==> config.mk <==
export PLATFORM = sky130hd
export DESIGN_NAME = shift_seq_ctrl
export DESIGN_NICKNAME = d
export VERILOG_FILES = /design/src/rtl/shift_seq_ctrl.sv
export SDC_FILE = /design/constraint.sdc
export NUM_CORES = 1
export LEC_CHECK = 0
export ABC_AREA = 1
export CORE_MARGIN = 5
export CORE_UTILIZATION = 45
export DETAILED_ROUTE_END_ITERATION = 10
export PLACE_DENSITY = 0.8
export REMOVE_ABC_BUFFERS = 1
export SYNTH_ARGS = -nofsm -noshare
export SYNTH_HDL_FRONTEND = slang
export SYNTH_SLANG_ARGS = --single-unit
==> constraint.sdc <==
create_clock -name clk -period 2.7 [get_ports clk]
set_clock_uncertainty 0.15 [all_clocks]
set_input_delay 0.27 -clock clk [delete_from_list [all_inputs] [get_ports clk]]
set_output_delay 0.27 -clock clk [all_outputs]
set_load 0.02 [all_outputs]
==> src/rtl/shift_seq_ctrl.sv <==
// shift_seq_ctrl: serialises a command word through the shift register and reassembles dout into a response
// Optional abort port pair enabled by SHIFT_SEQ_CTRL_ABORT_EN
module shift_seq_ctrl #(
  parameter int WIDTH = 8,
  parameter int LEN_W = 4,
  parameter int SR_DEPTH = 4
) (
  input  logic             clk,
  input  logic             reset,
  input  logic             cmd_valid,
  output logic             cmd_ready,
  input  logic             cmd_dir,
  input  logic [LEN_W-1:0] cmd_len,
  input  logic [WIDTH-1:0] cmd_data,
  output logic             sr_din,
  output logic             sr_l,
  output logic             sr_en,
  input  logic             sr_dout,
  output logic             rsp_valid,
  input  logic             rsp_ready,
  output logic [WIDTH-1:0] rsp_data,
  output logic             busy
`ifdef SHIFT_SEQ_CTRL_ABORT_EN
  ,
  input  logic             abort,
  output logic             rsp_aborted
`endif
);
  localparam int KW = $clog2(WIDTH + SR_DEPTH + 1);
  localparam int IW = WIDTH > 1 ? $clog2(WIDTH) : 1;
  typedef enum logic [1:0] {IDLE, SHIFT, FLUSH, DONE} state_t;
  state_t state;
  logic [WIDTH-1:0] data;
  logic [KW-1:0] len, k, k_nxt, cap_k, eff_len;
  logic [IW-1:0] cap_i;
  logic cap_en, stop;
  // the register output lags din by SR_DEPTH enabled cycles, so bit k-SR_DEPTH arrives now
  always_comb begin
    eff_len = cmd_len > LEN_W'(WIDTH) ? KW'(WIDTH) : KW'(cmd_len);
    k_nxt = k + KW'(1);
    cap_k = k - KW'(SR_DEPTH);
    cap_en = k >= KW'(SR_DEPTH) && cap_k < len;
    cap_i = cap_k[IW-1:0];
`ifdef SHIFT_SEQ_CTRL_ABORT_EN
    stop = abort;
`else
    stop = 1'b0;
`endif
  end
  always_ff @(posedge clk) begin
    if (!reset) begin
      state <= IDLE;
      data <= '0;
      len <= '0;
      k <= '0;
      cmd_ready <= 1'b1;
      sr_din <= 1'b0;
      sr_l <= 1'b0;
      sr_en <= 1'b0;
      rsp_valid <= 1'b0;
      rsp_data <= '0;
      busy <= 1'b0;
`ifdef SHIFT_SEQ_CTRL_ABORT_EN
      rsp_aborted <= 1'b0;
`endif
    end else begin
      case (state)
        IDLE: if (cmd_valid) begin
          data <= cmd_data >> 1;
          len <= eff_len;
          k <= '0;
          rsp_data <= '0;
          sr_l <= cmd_dir;
          cmd_ready <= 1'b0;
          busy <= 1'b1;
          sr_en <= eff_len != '0;
          sr_din <= eff_len != '0 && cmd_data[0];
          rsp_valid <= eff_len == '0;
          state <= eff_len == '0 ? DONE : SHIFT;
        end
        SHIFT, FLUSH: begin
          if (cap_en) rsp_data[cap_i] <= sr_dout;
          k <= k_nxt;
          data <= data >> 1;
          if (stop || k_nxt == len + KW'(SR_DEPTH)) begin
            state <= DONE;
            sr_en <= 1'b0;
            sr_din <= 1'b0;
            rsp_valid <= 1'b1;
`ifdef SHIFT_SEQ_CTRL_ABORT_EN
            rsp_aborted <= stop;
`endif
          end else begin
            state <= k_nxt < len ? SHIFT : FLUSH;
            sr_din <= k_nxt < len && data[0];
          end
        end
        DONE: if (rsp_ready) begin
          state <= IDLE;
          rsp_valid <= 1'b0;
          cmd_ready <= 1'b1;
          busy <= 1'b0;
          sr_l <= 1'b0;
`ifdef SHIFT_SEQ_CTRL_ABORT_EN
          rsp_aborted <= 1'b0;
`endif
        end
        default: state <= IDLE;
      endcase
    end
  end
endmodule

==> impl_metrics.tcl, run 1 <==
set metrics [dict create \
    drt_iter0_markers 108 \
    min_from "busy" \
    die_h_um 72.90 \
    wl_per_cell_um 11.42 \
    clk_path_buf_depth 2 \
    final_antenna_net_count 0 \
    avgSynthCellArea_um2 6.928 \
    required_ns 2.77 \
    dp_hpwl_um 2904 \
    placementRows 22 \
    rsz0062_at_grt "false" \
    finalMaxSlewViolations 0 \
    fin_crit_ns 2.326 \
    final_util_pct 59.59 \
    synthDominantCellAreaShare_pct 34.86 \
    antenna_found_initial 0 \
    synth_cell_type_count 28 \
    cp-startpoint "k[2]" \
    peakVddDrop_v 0.001041 \
    clk_latency_ns 0.28 \
    cts_tree "yes" \
    start_util_pct 47.56 \
    final-hold-violation-count 0 \
    mostFrequentLayoutCells "nand2_1 (63), inv_1 (35), dfxtp_1 (31), clkdlybuf4s50_1 (31), nor2_1 (22)" \
    crit_type "reg2reg" \
    core_um2 3744 \
    final_common_cell "nand2_1" \
    p_total_mw 2.234 \
    hp-class "reg2reg" \
    leakagePower_nw 0.9773 \
    dp_slack_ns 0.2764 \
    vias_per_cell 5.012 \
    cts_root_buffer "clkbuf_8" \
    yosysTopAreaCell "dfxtp_1" \
    cp.arrival_ns 2.40 \
    stdcell_count 339 \
    max_freq_ghz 0.4300 \
    grt_max_degree 17 \
    maxSlewHeadroom_pct 72.03 \
    nets 321 \
    final_cell_area_um2 2231 \
    synthTopCellsByArea "dfxtp_1 (35%), nand2_1 (13%), ha_1 (9.1%)" \
    tightest_slew_ns 0.4192 \
    syn_inst 257 \
    post-route-drc-count 0 \
    grt_pass1_wl_um 6831 \
    path_max_fanout 16 \
    start_kind "flip-flop" \
    io_buffers 31 \
    drive_gt1_share_pct 8.247 \
    dr.pass1.iters 4 \
    path_clk_slew_ns 0.06 \
    overflow 0 \
    place.gp.congestion 0.8526 \
    layout_setup_ws_ns 0.3742 \
    cts_hold_buffers 0 \
    dpl-instance-area_um2 2128 \
    area_growth_pct 25.30 \
    fin_setup_tns_ns 0 \
    cts.sinks 31 \
    dieWidth_um 72.90 \
    num_io_pins 32 \
    rr_startpoint "k[2]" \
    whs_ns 0.3140 \
    yosys_warnings 0 \
    grt_use_total_pct 16.16 \
    grt_pass1_vias 1560 \
    cts_setup_buffers 0 \
    vias 1699 \
    synth_area_um2 1780 \
    setup_viol 0 \
    status "completed" \
    max_cap_violations 0 \
    end_kind "flip-flop" \
    die_area_um2 5314 \
    h-tree-depth 2 \
    ys_seq_elements 31 \
    cts_buffers 5 \
    n_antenna_cell 0 \
    power_density_nw_per_um2 1001 \
    cts_resized 0 \
    routed_wl_um 3872 \
    yosysSeqAreaShare_pct 34.86 \
    fin_crit_sh_pct 86.14 \
    dp.cells 331 \
]
[critical path, cell delays in order, from the launching register on]
cell	delay [ns]
dfxtp_1	0.46
inv_1	0.15
ha_1	0.32
inv_1	0.04
ha_1	0.30
a21oi_1	0.17
nand3_1	0.11
nand2_2	0.23
nand3_1	0.11
nand2_1	0.08
inv_1	0.04
nor2_1	0.10
[final timing paths]
kind              slack, ns  cells after the start          end
hold reg to reg        0.31                      2         busy
hold / removal         0.31                      2         busy
setup reg to reg       0.37                     11  rsp_data[6]
setup / recovery       0.37                     11  rsp_data[6]
[logic make-up after synthesis]
group,count (synthesis),synth area share (%)
buffers and inverters,46,10.75
DFF,31,34.86
AOI/OAI and AO/OA,46,14.83
adders and majority gates,13,9.136
xor gates and xnor gates,1,0.4920
and+or+nand+nor,120,29.94
[power breakdown]
| part | leakage, nW | switching (mW) | internal, mW | total, mW |
|---|---|---|---|---|
| logic | 0.672 | 0.734 | 0.417 | 1.15 |
| registers | 0.254 | 0.0924 | 0.585 | 0.678 |
| clock network | 0.0515 | 0.173 | 0.232 | 0.405 |
[state kept, by name, indices dropped and copies added, names as in the netlist, 2 cells and up]
register / count
state: 2
len: 4
data: 7
k: 4
rsp_data: 8
[final cells by class]
| class | instances | area (µm²) |
|---|---|---|
| clock buffers | 8 | 100.1 |
| multi-input cells | 180 | 970.9 |
| flip-flops and latches | 31 | 620.6 |
| repair buffers | 35 | 340.3 |
| fillers | 376 | 1513 |
| inverters | 37 | 138.9 |
| well taps | 48 | 60.06 |
[synthesized netlist by cell type, drive strengths merged]
cell type	number
ha	13
buf	7
o21bai	2
a211oi	1
nand4	8
or2	1
a21o	1
nor3	3
clkbuf	2
dfxtp	31
nand2	67
nand3	19
o21ai	13
inv	37
xor2	1
nor2	22
a31oi	7
a21oi	22
[per-layer routing]
metal	global-route usage, %	share of wire, %
met1	19.78	47
met2	27.35	47
met3	5.647	5.2
met4	3.279	0.72
met5	0	0
Note: power is estimated with default switching activity, not from simulation.
==> inputs of run 2 (changes only) <==
- TNS_END_PERCENT: not set -> 10
==> results of run 2 <==
Same layout as run 1: the final DEF is identical, and so are final timing and power.
==> inputs of run 3 (changes only) <==
- MAX_ROUTING_LAYER: not set -> met4
==> impl_metrics.tcl, run 3 (synthesized netlist as in run 1, its figures left out) <==
set metrics [dict create \
    status "completed" \
    vias 1700 \
    dp_hpwl_um 2904 \
    fillers 376 \
    nets 321 \
    overflow 0 \
    die_area_um2 5314 \
    n_antenna_cell 0 \
    peakVddDrop_v 0.001042 \
    placementRows 22 \
    cts_tree "yes" \
    die_h_um 72.90 \
    whs_ns 0.3140 \
    post-route-drc-count 0 \
    finalMaxSlewViolations 0 \
    dpl-instance-area_um2 2128 \
    final_cell_area_um2 2231 \
    grt_pass1_vias 1560 \
    fin_crit_sh_pct 86.14 \
    num_io_pins 32 \
    fin_crit_ns 2.326 \
    core_um2 3744 \
    start_util_pct 47.56 \
    drt_iter0_markers 108 \
    clk_latency_ns 0.28 \
    cts_buffers 5 \
    largest_reg_flops 8 \
    path_max_fanout 16 \
    setup_viol 0 \
    dieWidth_um 72.90 \
    use_met1_pct 19.95 \
    antenna_found_initial 0 \
    top_usage_layer "met2" \
    largest_register "rsp_data" \
    grt_max_degree 17 \
    vias_per_cell 5.015 \
    dr.pass1.iters 4 \
    grt_use_total_pct 16.63 \
    tightest_slew_ns 0.4192 \
    rsz0062_at_grt "false" \
    final-hold-violation-count 0 \
    crit_type "reg2reg" \
    end_kind "flip-flop" \
    final_common_cell "nand2_1" \
    area_growth_pct 25.30 \
    met3_usage_pct 5.372 \
    fin_setup_tns_ns 0 \
    power_density_nw_per_um2 1002 \
    cts_root_buffer "clkbuf_8" \
    cts_setup_buffers 0 \
    cts.sinks 31 \
    place.gp.congestion 0.8662 \
    cp.arrival_ns 2.40 \
    required_ns 2.77 \
    biggestRegsByFlops "rsp_data: 8 flops, data: 7 flops" \
    start_kind "flip-flop" \
    grt_util_met2_pct 27.35 \
    maxSlewHeadroom_pct 72.03 \
    max_cap_violations 0 \
    h-tree-depth 2 \
    max_freq_ghz 0.4300 \
    leakagePower_nw 0.9773 \
    io_buffers 31 \
    clk_path_buf_depth 2 \
    hp-class "reg2reg" \
    path_clk_slew_ns 0.06 \
    wl_per_cell_um 11.42 \
    final_antenna_net_count 0 \
    drive_gt1_share_pct 8.247 \
    mostFrequentLayoutCells "nand2_1 (63), inv_1 (35), dfxtp_1 (31), clkdlybuf4s50_1 (31), nor2_1 (22)" \
    routed_wl_um 3872 \
    grt_pass1_wl_um 6831 \
]
==> run 3: what timing repair did <==
action | in CTS | in global routing
endpoints found under the setup margin | 0 | 1
hold buffers | 0 | 0
resized for setup | 0 | 1
==> run 3: final timing paths <==
check	start	endpoint	slack (ns)	depth (start not counted)
setup reg to reg	k[2]	rsp_data[6]	0.37	11
hold reg to reg	busy	busy	0.31	2
hold / removal	busy	busy	0.31	2
setup / recovery	k[2]	rsp_data[6]	0.37	11
==> run 3: layer usage <==
layer  wire length (µm)  up-vias
met2               1834       40
met3                189        2
met1               1820      754
li1                   -      904
met5                  0        -
met4                 28        0
==> run 3: worst max-delay path, cell delays in order, from the launching register on <==
cell and delay [ns]:
dfxtp_1 0.46, inv_1 0.15, ha_1 0.32, inv_1 0.04
ha_1 0.30, a21oi_1 0.17, nand3_1 0.11, nand2_2 0.23
nand3_1 0.11, nand2_1 0.08, inv_1 0.04, nor2_1 0.10
==> run 3: power by group <==
group / internal [mW] / leakage [nW] / switching, mW
sequential: 0.585 / 0.254 / 0.0925
combinational: 0.417 / 0.672 / 0.734
clock: 0.232 / 0.0515 / 0.173
==> run 3: metrics by stage <==
stage / utilization [%] / total power, mW / std cells / worst slack [ns]
final: 59.59 / 2.234 / 339 / 0.3742
after global routing: 59.59 / 2.441 / 339 / 0.1701
after CTS: 59.53 / 2.243 / 339 / 0.2528
after floorplan: - / 1.461 / 248 / 0.5548
after global placement: 56.85 / 1.800 / 331 / 0.4565
after detailed placement: 56.85 / 1.824 / 331 / 0.2764
==> run 3: final cells by class <==
class                   count  area, µm²  area share, %
clock buffers               8      100.1          4.487
flip-flops and latches     31      620.6          27.82
multi-input cells         180      970.9          43.52
inverters                  37      138.9          6.225
well taps                  48      60.06          2.692
repair buffers             35      340.3          15.26
==> RTL edit: new RTL, config.mk and constraints of run 1 <==
The option `SHIFT_SEQ_CTRL_ABORT_EN` is turned on by a define.
--- a/src/rtl/shift_seq_ctrl.sv
+++ b/src/rtl/shift_seq_ctrl.sv
@@ -1,5 +1,7 @@
 // shift_seq_ctrl: serialises a command word through the shift register and reassembles dout into a response
 // Optional abort port pair enabled by SHIFT_SEQ_CTRL_ABORT_EN
+`define SHIFT_SEQ_CTRL_ABORT_EN
+
 module shift_seq_ctrl #(
   parameter int WIDTH = 8,
   parameter int LEN_W = 4,
Interface: changed (added abort and rsp_aborted); port bits go from 32 to 34. The function was not compared with the original's and may differ.
==> RTL edit against run 1 <==
Area after synthesis grew 3.2%; critical endpoint is now rsp_data[5]; wire length rose by 2.1%; design area rose by 2.9%; setup slack got worse by 0.040 ns; critical path depth unchanged; sequential cell count up 1; highest routed layer unchanged.
Power is not compared: it rests on default switching activity, and its combinational part moved more than twofold at a synthesized area within 25%.
==> RTL edit: results (changes against run 1) <==
metric,value,unit,change
grt_usage,15.6,%,-0.56 points
via_per_inst,4.93,,-1.7%
place.gp.congestion,0.819,,-3.9%
dp_hpwl,2970,µm,+2.3%
use_met1,18.3,%,-1.5 points
synth.area.top_cells,"dfxtp_1 (35%), nand2_1 (15%), ha_1 (8.9%)",,
crit_arrival,2.45,ns,+0.05 ns
yosys-top-cells-count,"nand2_1 (74), inv_1 (35), dfxtp_1 (32)",,
yosysUniqueCellTypes,26,,-7.1%
run_status,completed,,
reg2reg_to,rsp_data[5],,
io_buffers,33,,+6.5%
routedWlPerCell,11.2,µm,-1.9%
cp_top_family,adder cells,,
use_met3,3.28,%,-2.4 points
num_vias,1739,,+2.4%
fin_ws,0.335,ns,-0.0395 ns
worstPathMaxFanout,12,,-4
syn_avg_cell_area,6.83,µm²,-1.4%
synth-adder-area-share,8.86,%,-0.28 points
grt_pass1_wl,6690,µm,-2.0%
grt_max_degree,20,,+3
yosys.area_share.xor_xnor,0.477,%,-0.015 points
num-nets-final,334,,+4.0%
wirelength_met1,1770,µm,-1.8%
place_inst,345,,+4.2%
wl_met2,1950,µm,+6.2%
use_met2,27.2,%,-0.19 points
-- RTL edit: cell types whose count changed after synthesis, moves of 4 or more --
cell / run 1 / this run
nand3_1: 17 / 13
nand2_1: 64 / 74
o21bai_1: 2 / 7
o21ai_0: 6 / 10
o21ai_1: 6 / 0
nor2_1: 22 / 28
nand4_1: 8 / 2
-- RTL edit: how the worst min path moves through the flow --
| stage | cells after the start | slack [ns] | end | start |
|---|---|---|---|---|
| floorplan | 1 | 0.19 | cmd_ready | reset |
| global placement | 2 | 0.30 | data[6] | data[6] |
| detailed placement | 2 | 0.31 | len[1] | len[1] |
| CTS | 2 | 0.32 | data[6] | data[6] |
| global route | 2 | 0.33 | len[1] | len[1] |
| finish | 2 | 0.32 | len[1] | len[1] |
-- RTL edit: cell type report --
type                    count  area (µm²)  area share, %
clock buffers               6        72.6           3.16
clock inverters             2        35.0           1.53
inverters                  39         151           6.59
multi-input cells         189         988           43.1
flip-flops and latches     32         641           27.9
well taps                  50        62.6           2.72
repair buffers             35         345           15.0
